## config.mk

```make
export PLATFORM = sky130hd
export DESIGN_NAME = sram_bus_arbiter
export DESIGN_NICKNAME = d
export VERILOG_FILES = /design/src/rtl/sram_bus_arbiter.sv
export SDC_FILE = /design/constraint.sdc
export NUM_CORES = 1
export LEC_CHECK = 0
export BUFFER_PORTS_ARGS = -buffer_cell sky130_fd_sc_hd__buf_2
export CAP_MARGIN = 20
export CORE_AREA = 2 2 111 113
export DETAILED_ROUTE_END_ITERATION = 7
export DIE_AREA = 0 0 113 115
export SLEW_MARGIN = 20
export SYNTH_ARGS = -nofsm -noshare
export SYNTH_HDL_FRONTEND = slang
export SYNTH_SLANG_ARGS = --single-unit
```

## constraint.sdc

```tcl
create_clock -name clk -period 3.4 [get_ports clk]
set_input_delay 0.34 -clock clk [delete_from_list [all_inputs] [get_ports clk]]
set_output_delay 0.34 -clock clk [all_outputs]
set_load 0.05 [all_outputs]
```

## src/rtl/sram_bus_arbiter.sv

```systemverilog
// sram_bus_arbiter: shares one SRAM-like bus between the fetch port and the
// data port, and routes in-order returns back through an ID FIFO.
// Optional build macro: ARB_RR_EN selects round-robin arbitration in IDLE
// (default build: fixed data priority).
module sram_bus_arbiter #(
  parameter int unsigned MAX_OUTSTANDING = 4
) (
  input  logic        clk,
  input  logic        reset,
  input  logic        inst_req,
  input  logic [31:0] inst_addr,
  output logic        inst_addr_ok,
  output logic        inst_data_ok,
  output logic [31:0] inst_rdata,
  input  logic        data_req,
  input  logic        data_wr,
  input  logic [1:0]  data_size,
  input  logic [3:0]  data_wstrb,
  input  logic [31:0] data_addr,
  input  logic [31:0] data_wdata,
  output logic        data_addr_ok,
  output logic        data_data_ok,
  output logic [31:0] data_rdata,
  output logic        bus_req,
  output logic        bus_wr,
  output logic [1:0]  bus_size,
  output logic [3:0]  bus_wstrb,
  output logic [31:0] bus_addr,
  output logic [31:0] bus_wdata,
  input  logic        bus_addr_ok,
  input  logic        bus_data_ok,
  input  logic [31:0] bus_rdata,
  output logic [2:0]  data_outstanding,
  output logic        orphan_err
);

  localparam int unsigned PW = (MAX_OUTSTANDING > 1) ? $clog2(MAX_OUTSTANDING) : 1;
  localparam int unsigned CW = $clog2(MAX_OUTSTANDING + 1);

  typedef enum logic [1:0] {IDLE, HOLD_I, HOLD_D} state_e;

  state_e                     state_q;
  logic [MAX_OUTSTANDING-1:0] id_mem_q;
  logic [PW-1:0]              wptr_q, rptr_q;
  logic [CW-1:0]              cnt_q, cnt_d;
  logic [CW-1:0]              dout_q, dout_d;
  logic                       orphan_q;
`ifdef ARB_RR_EN
  logic                       last_grant_q;   // 0 = inst, 1 = data
`endif

  logic gnt_data, gnt_inst, gnt_req;
  logic full, push, pop, head_id;

  // Grant selection: locked in HOLD states, arbitrated in IDLE
  always_comb begin
    gnt_data = 1'b0;
    gnt_inst = 1'b0;
    case (state_q)
      HOLD_I: gnt_inst = 1'b1;
      HOLD_D: gnt_data = 1'b1;
      default: begin
`ifdef ARB_RR_EN
        if (data_req && inst_req) begin
          gnt_data = ~last_grant_q;
          gnt_inst = last_grant_q;
        end else begin
          gnt_data = data_req;
          gnt_inst = inst_req;
        end
`else
        gnt_data = data_req;
        gnt_inst = ~data_req & inst_req;
`endif
      end
    endcase
  end

  assign gnt_req = (gnt_data & data_req) | (gnt_inst & inst_req);
  assign full    = (cnt_q == CW'(MAX_OUTSTANDING));
  assign bus_req = ~reset & gnt_req & ~full;
  assign push    = bus_req & bus_addr_ok;
  assign pop     = ~reset & bus_data_ok & (cnt_q != '0);
  assign head_id = id_mem_q[rptr_q];

  assign inst_addr_ok = push & gnt_inst;
  assign data_addr_ok = push & gnt_data;
  assign inst_data_ok = pop & ~head_id;
  assign data_data_ok = pop & head_id;
  assign inst_rdata   = reset ? 32'h0 : bus_rdata;
  assign data_rdata   = reset ? 32'h0 : bus_rdata;

  assign data_outstanding = reset ? 3'd0 : 3'(dout_q);
  assign orphan_err       = orphan_q & ~reset;

  // Bus payload mux of the granted source; zero when nothing is granted
  always_comb begin
    bus_wr    = 1'b0;
    bus_size  = 2'd0;
    bus_wstrb = 4'h0;
    bus_addr  = 32'h0;
    bus_wdata = 32'h0;
    if (!reset && gnt_data) begin
      bus_wr    = data_wr;
      bus_size  = data_size;
      bus_wstrb = data_wstrb;
      bus_addr  = data_addr;
      bus_wdata = data_wdata;
    end else if (!reset && gnt_inst) begin
      bus_size  = 2'd2;
      bus_addr  = inst_addr;
    end
  end

  // Grant lock state machine
  always_ff @(posedge clk) begin
    if (reset) begin
      state_q <= IDLE;
    end else begin
      case (state_q)
        IDLE:           if (bus_req && !bus_addr_ok) state_q <= gnt_data ? HOLD_D : HOLD_I;
        HOLD_I, HOLD_D: if (push || !gnt_req)        state_q <= IDLE;
        default:        state_q <= IDLE;
      endcase
    end
  end

  // Occupancy and data-outstanding next values
  always_comb begin
    cnt_d  = cnt_q;
    dout_d = dout_q;
    if (push && !pop)      cnt_d = cnt_q + CW'(1);
    else if (!push && pop) cnt_d = cnt_q - CW'(1);
    if ((push && gnt_data) && !(pop && head_id))      dout_d = dout_q + CW'(1);
    else if (!(push && gnt_data) && (pop && head_id)) dout_d = dout_q - CW'(1);
  end

  // ID FIFO, counters and sticky orphan flag
  always_ff @(posedge clk) begin
    if (reset) begin
      id_mem_q <= '0;
      wptr_q   <= '0;
      rptr_q   <= '0;
      cnt_q    <= '0;
      dout_q   <= '0;
      orphan_q <= 1'b0;
    end else begin
      if (push) begin
        id_mem_q[wptr_q] <= gnt_data;
        wptr_q           <= wptr_q + PW'(1);
      end
      if (pop) rptr_q <= rptr_q + PW'(1);
      cnt_q  <= cnt_d;
      dout_q <= dout_d;
      if (bus_data_ok && cnt_q == '0) orphan_q <= 1'b1;
    end
  end

`ifdef ARB_RR_EN
  // Remember the last accepted source for round-robin
  always_ff @(posedge clk) begin
    if (reset)     last_grant_q <= 1'b0;
    else if (push) last_grant_q <= gnt_data;
  end
`endif

endmodule

```

* After elaboration in Yosys (flattened, before gate mapping)
Index checks and enable logic that the tools add are counted.
** Storage, ports and cells
- Register bits after elaboration :: 17
- Bits of input ports :: 141
- Output and inout port bits :: 144
- Word-level logic and storage cells :: 89
** Operators by class
- Add/sub/neg operators :: 6
- $lt $le $gt $ge :: 3
- Equal/unequal tests :: 5
- Mux-type cells :: 24
- Bitwise operators :: 18
- Reduce and logical (&&, ||, !) cells :: 26
** Operators by type and width (number)
- $mux 32 :: 4
- $mux 3 :: 5
- $and 1x1->1 :: 13
- $logic_and 1x1->1 :: 11
- $mux 2 :: 5
- $logic_not 1->1 :: 7
- $add 3x1->3 const B :: 2
- $lt 2x3->1 const B :: 2
- $sub 3x1->3 const B :: 2
- $add 2x1->2 const B :: 2
- $bwmux 4 :: 1
- $mux 4 :: 1
- $ne 2x2->1 const B :: 2
- $not 1->1 :: 4
- $pmux 1 s2 :: 2
- $pmux 2 s2 :: 1
- $reduce_bool 2->1 :: 2
- $eq 3x3->1 const B :: 1
- $logic_not 3->1 :: 1
- $mux 1 :: 3
- $reduce_bool 3->1 :: 1
- $bmux 1 s2 :: 1
- $demux 1 s2 :: 1
- $eq 2x1->1 const B :: 1
- other kinds (7) :: 7

* Longest topological paths before layout
Gate-level depths: netlist (run 1).
- Word-level depth :: 13
- Mapped depth :: 13
- Mapped depth without buffers :: 12

* Worst setup path after synthesis (run 1)
No wires, ideal clock.
- Path type :: register to register
- Start point :: register state_q[0]
- End point :: register dout_q[2]
- Library setup time :: 0.070 ns
- Arrival :: 3.926 ns
- Data required time :: 3.330 ns
- Setup slack :: -0.595 ns
- Cell stages (with the launch flop) :: 13
- Buffers on the path :: 0
- Period minus slack after synthesis :: 3.995 ns
- Cell sequence :: dfxtp_1 inv_1 ha_1 o21bai_1 a211oi_2 nand2_2 nor2_1 ha_1 inv_1 fa_1 xor2_1 or3_1 a21oi_1
** Between the ends
- Longest elaborated chain between the ends :: 11
- Elaborated cells on any way between the ends :: 16
- Those cells by class :: 2 x eq/ne; 3 x mux; 6 x bitwise; 5 x reduce/logical
** RTL lines
- start, declared :: RTL line 42 : state_e state_q;
- start signal, assigned :: RTL line 121 : IDLE: if (bus_req && !bus_addr_ok) state_q <= gnt_data ? HOLD_D : HOLD_I;
- $eq 2x2->1 or $eq 2x1->1 (tied branches) :: RTL line 59 : case (state_q)
- $pmux 1 s2 :: RTL line 59
- $and 1x1->1 :: RTL line 79 : assign gnt_req = (gnt_data & data_req) | (gnt_inst & inst_req);
- $or 1x1->1 * :: RTL line 79
- $and 1x1->1 * (2 in a row) :: RTL line 81 : assign bus_req = ~reset & gnt_req & ~full;
- named net bus_req :: RTL line 24 : output logic bus_req,
- $and 1x1->1 * :: RTL line 82 : assign push = bus_req & bus_addr_ok;
- $logic_and 1x1->1 * :: RTL line 134, 135
- $logic_not 1->1 :: RTL line 135 : else if (!(push && gnt_data) && (pop && head_id)) dout_d = dout_q - CW'(1);
- $logic_and 1x1->1 :: RTL line 135
- $reduce_bool 2->1 (no line)
- end signal, assigned :: RTL line 154 : dout_q <= dout_d;
- end, declared :: RTL line 46 : logic [CW-1:0] dout_q, dout_d;
The timed path passes the listed nets; every way through them passes the cells marked *.
A chain may end at the register's enable or synchronous reset.

* Final worst setup path (run 1)
- Start point :: register state_q[0]
- End point :: register cnt_q[2]
** Between the ends
- Longest elaborated chain between the ends :: 10
- Elaborated cells on any way between the ends :: 15
- Those cells by class :: 2 x eq/ne; 3 x mux; 6 x bitwise; 4 x reduce/logical
** RTL lines
- $eq 2x2->1 or $eq 2x1->1 (tied branches) :: RTL line 59
- $pmux 1 s2 :: RTL line 59
- $and 1x1->1 :: RTL line 79
- $or 1x1->1 * :: RTL line 79
- $and 1x1->1 * (2 in a row) :: RTL line 81
- $and 1x1->1 * :: RTL line 82
- $logic_not 1->1 :: RTL line 133 : else if (!push && pop) cnt_d = cnt_q - CW'(1);
- $logic_and 1x1->1 :: RTL line 133
- $reduce_bool 2->1 (no line)
- end signal, assigned :: RTL line 153 : cnt_q <= cnt_d;
- end, declared :: RTL line 45 : logic [CW-1:0] cnt_q, cnt_d;
Every way passes the cells marked *; elsewhere a longest branch is shown, timed or not.

==> metrics, run 1 <==
endpoint type of the worst setup path=flop; failing checks=design-rule violations; CTS tree=built; worst skew pair latency=0.25 ns; synth cell count leaders=38 x and2_1, 36 x nor2b_1, 35 x buf_4; Pwr Density=394 nW/um2; final setup fails=0; unique cell type count in the Yosys netlist=40; Layout Nets=659; critical setup path kind=reg -> reg; Syn Inst Count=between 200 and 300; port bufs=284; most common cell in the netlist=and2_1; Syn Nets=415; first-pass GRT wire length=11400 um; Worst Tran Pin Value=around 0.46 ns; Max Fclk=approximately 340 MHz; CTS resizes=0; Post-synth EDFFs=0; Synth Area in Adders=0.0735; Crit-path slowest cell=ha_1; CP max FO=12; H-tree depth=1; CTS max path bufs=2; drt first-iter violations=141; Crit path largest cell delay=0.37 ns; Avg WL per Cell=12.9 um; vias in the first global route=around 2300; Cell Area, Placed=3410 um2; xor/xnor share of the synthesized area=0.0295; initial antenna violation count=2; Hold WC Path Type=in -> reg; Initial Utilization=0.176; Synth Area in Simple Gates=0.305; Top Family by Delay on Critical Path=adder cells; met3 usage=0.0237; Total Routed Length=about 8500 um; global route total overflow=0; Fin. Hold Viols=0; via/cell ratio=4.19; CTS sink cnt=17; Root Buffer=clkbuf_16; Tmin final=2.91 ns; worst path required time=3.58 ns; Slew Viols, Final=0; IO Pins=285; Pleak=0.00206 uW; share of the clock period used by the worst path=0.856; fin cells=656; Clk pin slew, worst setup/hold paths=about 0.06 ns; outcome=finished with violations; largest net degree at the start of global routing=43; GR Util met2=0.182; sequential fraction of the synthesis area=0.164; mux contribution to synthesized area=0.0253; Hold-fix buffers, CTS=0; routing usage on met1=0.148; post-synthesis average cell area=7.90 um2; First-pass DRT Iterations=6; yosys warns=0; Seq cells post-synth=17; Post-synth ARST share=0; Die H=approximately 120 um; Compound-Gate Fraction of Synth Area=0.221; largest family of logic cells by synthesized area=simple AND/OR/NAND/NOR gates; total CTS buffers=3; RD Place Congestion=0.802; Max Clock Skew=0.00572 ns; All-Layer GR Usage=0.110; Die ar.=13000 um2; number of setup buffers added after CTS=0; Core Region=about 12000 um2; fillers=1273; area leader, netlist=dfxtp_1; hpwl dp=7330 um; DRT antenna net count=0; P&R area growth vs syn=68.4%; Post-Place Cells=approximately 650; top_reg_cell synth=dfxtp_1; design area=3500 um2; row count=40; top-area cell type share of the netlist area=0.164; gr busiest metal=met2; Final Core Density=0.296; # Max-Cap Violations=0; Die W=113 um; layout cells sized above 1=0.603; routed vias=between 2000 and 3000; CP cell instances=inv_1 > ha_1 > o21bai_1 > a211oi_4 > nand2_2 > clkinv_2 > ha_1 > inv_1 > fa_1 > xor2_1 > or3_1 > a21oi_1; # DRC=40; Max-slew headroom=0.682; final setup TNS=0 ns; Max IR drop VDD=0.118 mV; Overall Power=1380 uW; RSZ-0062 raised after global routing=no; CP bufs+invs=3; CP Launch Type=flop; Synth area leaders=dfxtp_1 16%, a22o_1 13%, buf_4 13%, and2_1 11%, nor2b_1 11%; Post-Syn Area=2080 um2; CP arrival=just over 3 ns
-- metrics by stage --
step / hold slack, ns / setup slack (ns)
after floorplan: 0.428 / 0.0324
after global placement: 0.449 / 0.563
after detailed placement: 0.457 / 0.481
after CTS: 0.346 / 0.471
after global routing: 0.370 / 0.266
final: 0.346 / 0.490
-- flip-flops by register name, indices dropped and copies added (netlist names) --
register and count:
id_mem_q 4, cnt_q 3, dout_q 3, rptr_q 2
state_q 2, wptr_q 2, orphan_q 1
-- cells in the final DEF (no fill, tap or decap), types with 2 or more instances in the layout --
| cell | count |
|---|---|
| buf_2 | 284 |
| and2_1 | 38 |
| nor2b_1 | 36 |
| a22o_1 | 32 |
| dfxtp_1 | 17 |
| nor2_1 | 12 |
| inv_1 | 10 |
| ha_1 | 9 |
| a21oi_1 | 6 |
| nand2_1 | 5 |
| buf_4 | 5 |
| nand2b_1 | 4 |
| a31o_1 | 4 |
| xor2_1 | 4 |
| diode_2 | 3 |
| a21oi_2 | 3 |
| mux2i_1 | 3 |
| xnor2_1 | 3 |
| or3_1 | 3 |
| clkbuf_16 | 3 |
| nor2_4 | 2 |
| o21ai_0 | 2 |
| fa_1 | 2 |
-- per-layer routing --
metal  routed length [um]  vias up
met1                 3560     1230
met4                   65        0
li1                     -     1346
met2                 3960      169
met5                    0        -
met3                  893        5
-- layout make-up --
cell class,count,area (um2),area share
Timing Repair Buffer,289,1460,0.417
Multi-Input combinational cell,185,1380,0.395
Sequential cell,17,340,0.0973
Tap cell,147,184,0.0526
Clock buffer,3,75.1,0.0215
Inverter,11,42.5,0.0122
Clock inverter,1,7.51,0.00215
Antenna cell,3,7.51,0.00215
-- report_power, final --
part,leakage (uW),total [uW],switching [uW],internal (uW)
Combinational,0.00188,874,612,262
Clock,0.0000371,241,82.5,159
Sequential,0.000138,262,31.6,230
Total,0.00206,1380,726,651
-- final timing paths --
kind / startpoint / end / slack (ns) / cells after the start
min: bus_data_ok / orphan_q / 0.35 / 3
min reg2reg: orphan_q / orphan_q / 0.47 / 2
max: state_q[0] / cnt_q[2] / 0.49 / 12
max reg2reg: state_q[0] / cnt_q[2] / 0.49 / 12
-- kinds of logic (layout without fill, tap and decap cells) --
| logic type | after synthesis | in the layout |
|---|---|---|
| mux | 4 | 4 |
| simple gates | 107 | 107 |
| buf+inv | 61 | 304 |
| flops | 17 | 17 |
| fa+ha+maj | 11 | 11 |
| other cells | 0 | 3 |
| xor+xnor | 7 | 7 |
| compound gates | 56 | 56 |
-- worst reg2reg max path, delay by kind of cell, from the launching register on --
kind | cells | cell delay (ns)
AO/OA/AOI/OAI | 3 | 0.64
flip-flops | 1 | 0.35
AND/OR/NAND/NOR | 2 | 0.43
buffers and inverters | 3 | 0.29
XOR/XNOR | 1 | 0.17
adder cells (fa/ha/maj) | 3 | 0.95
Power figures use the tool's default switching activity.
==> run 2: changes to the inputs <==
RECOVER_POWER = 50   (was default)
==> run 2 against run 1 <==
  * The flow still finishes with violations (design-rule violations)
  * Sequential cell count did not move
  * Core utilization is 0.86 points lower
  * First-iteration DRC count fell by 3.5%
  * Register-to-register slack lost 0.05 ns
  * Fmax shrank 1.7%
  * Highest routed layer unchanged
  * Die area unchanged
  * Global-route usage unchanged
  * Count of clock-buffer cells in the layout stayed put
  * Clock power is essentially flat
==> metrics, run 2 (synthesis gave the netlist of run 1 again) <==
Fin. Hold Viols=0; final setup fails=0; Initial Utilization=0.176; failing checks=design-rule violations; Max Fclk=338 MHz; port bufs=about 280; Crit. Startpoint=state_q[0]; layout cells sized above 1=0.460; IO Pins=285; CP Launch Type=flop; worst skew pair latency=about 0.25 ns; hold path cells=3; # Max-Cap Violations=0; routed vias=2736; Layout Nets=659; critical setup path kind=reg -> reg; # DRC=40; Pwr Density=401 nW/um2; Crit-path slowest cell=ha_1; CP cell instances=inv_1 > ha_1 > o21bai_1 > a211oi_4 > nand2_1 > clkinv_2 > ha_1 > inv_1 > fa_1 > xor2_1 > or3_1 > a21oi_1; row count=40; global route total overflow=0; P&R area growth vs syn=63.6%; commonest non-fill, non-tap cell in the layout=buf_2; CTS max path bufs=2; hold path startpoint=bus_data_ok; Die H=115 um; vias in the first global route=2271; CTS resizes=0; first-pass GRT wire length=11400 um; Die W=approximately 110 um; RD Place Congestion=0.802; Avg WL per Cell=13.0 um; Biggest register=id_mem_q; Max IR drop VDD=0.117 mV; final setup TNS=0 ns; Total Routed Length=8550 um; via/cell ratio=4.17; CTS sink cnt=17; FF-to-FF setup slack=0.44 ns; CP max FO=12; hpwl dp=7330 um; largest net degree at the start of global routing=43; max reg flops=4; CP arrival=3.13 ns; outcome=finished with violations; Pleak=around 0.0018 uW; Die ar.=13000 um2; Max Clock Skew=between 0.004 and 0.005 ns; initial antenna violation count=2; Hold WC Path Type=in -> reg; DRT antenna net count=0; number of setup buffers added after CTS=0; drt first-iter violations=136; Max-slew headroom=0.205; Crit path largest cell delay=roughly 0.37 ns; H-tree depth=1; endpoint type of the worst setup path=flop; Top Registers=id_mem_q (4), cnt_q (3), dout_q (3); Tmin final=roughly 3 ns; Hold-fix buffers, CTS=0; worst path required time=3.57 ns; RSZ-0062 raised after global routing=no; share of the clock period used by the worst path=0.871; most frequent cells in the layout=216 x buf_2, 70 x clkbuf_1, 38 x and2_1; Worst Tran Pin Value=1.19 ns; total CTS buffers=3; Root Buffer=clkbuf_16; CTS tree=built; Final Core Density=0.288; reg2reg path depth=12; Core Region=11800 um2; First-pass DRT Iterations=6; All-Layer GR Usage=0.110; Slew Viols, Final=0; Clk pin slew, worst setup/hold paths=0.06 ns; Reg2Reg Launch Point=state_q[0]
run 2: cell count changes in the layout (fill, tap and decap cells not counted), sizes merged:
| cell | change |
|---|---|
| buf | -71 |
| clkbuf | +71 |
run 2: worst max-delay path, delay by kind of cell (launching register included):
family | cells | cell delay (ns)
simple gates | 2 | 0.48
flops | 1 | 0.35
fa+ha+maj | 3 | 0.95
xor+xnor | 1 | 0.17
buf+inv | 3 | 0.31
compound gates | 3 | 0.63
run 2: final cells by class:
class,instances,area [um2]
Antenna cell,3,7.51
Tap cell,147,184
Clock inverter,1,7.51
Inverter,11,42.5
Clock buffer,3,75.1
Sequential cell,17,340
Timing Repair Buffer,289,1360
Multi-Input combinational cell,185,1380
Fill cell,1323,8410
run 2: metal layers:
metal / part of all wire / up-vias / track usage / routed length, um
li1: - / 1344 / - / -
met1: 0.42 / 1218 / 0.148 / 3610
met2: 0.46 / 169 / 0.182 / 3960
met3: 0.11 / 5 / 0.0237 / 918
met4: 0.0078 / 0 / 0.0244 / 67
met5: 0 / - / 0 / 0
run 2: per-stage QoR:
stage / instances / power [uW] / hold WS, ns / worst slack [ns] / area (um2)
floorplan: 263 / 945 / 0.428 / 0.0324 / 2090
global placement: 649 / 1140 / 0.449 / 0.563 / 3410
detailed placement: 649 / 1140 / 0.457 / 0.481 / 3410
CTS: 653 / 1390 / 0.346 / 0.471 / 3490
global route: 653 / 1440 / 0.370 / 0.176 / 3390
finish: 656 / 1360 / 0.346 / 0.440 / 3400
run 2: where the power goes:
group          switching, uW  internal (uW)
combinational            613            248
clock                   82.5            159
sequential              31.2            230
total                    726            637
run 2: path summary, 6_finish.rpt:
kind | end
setup / recovery | cnt_q[2]
hold / removal | orphan_q
setup reg to reg | cnt_q[2]
hold reg to reg | orphan_q
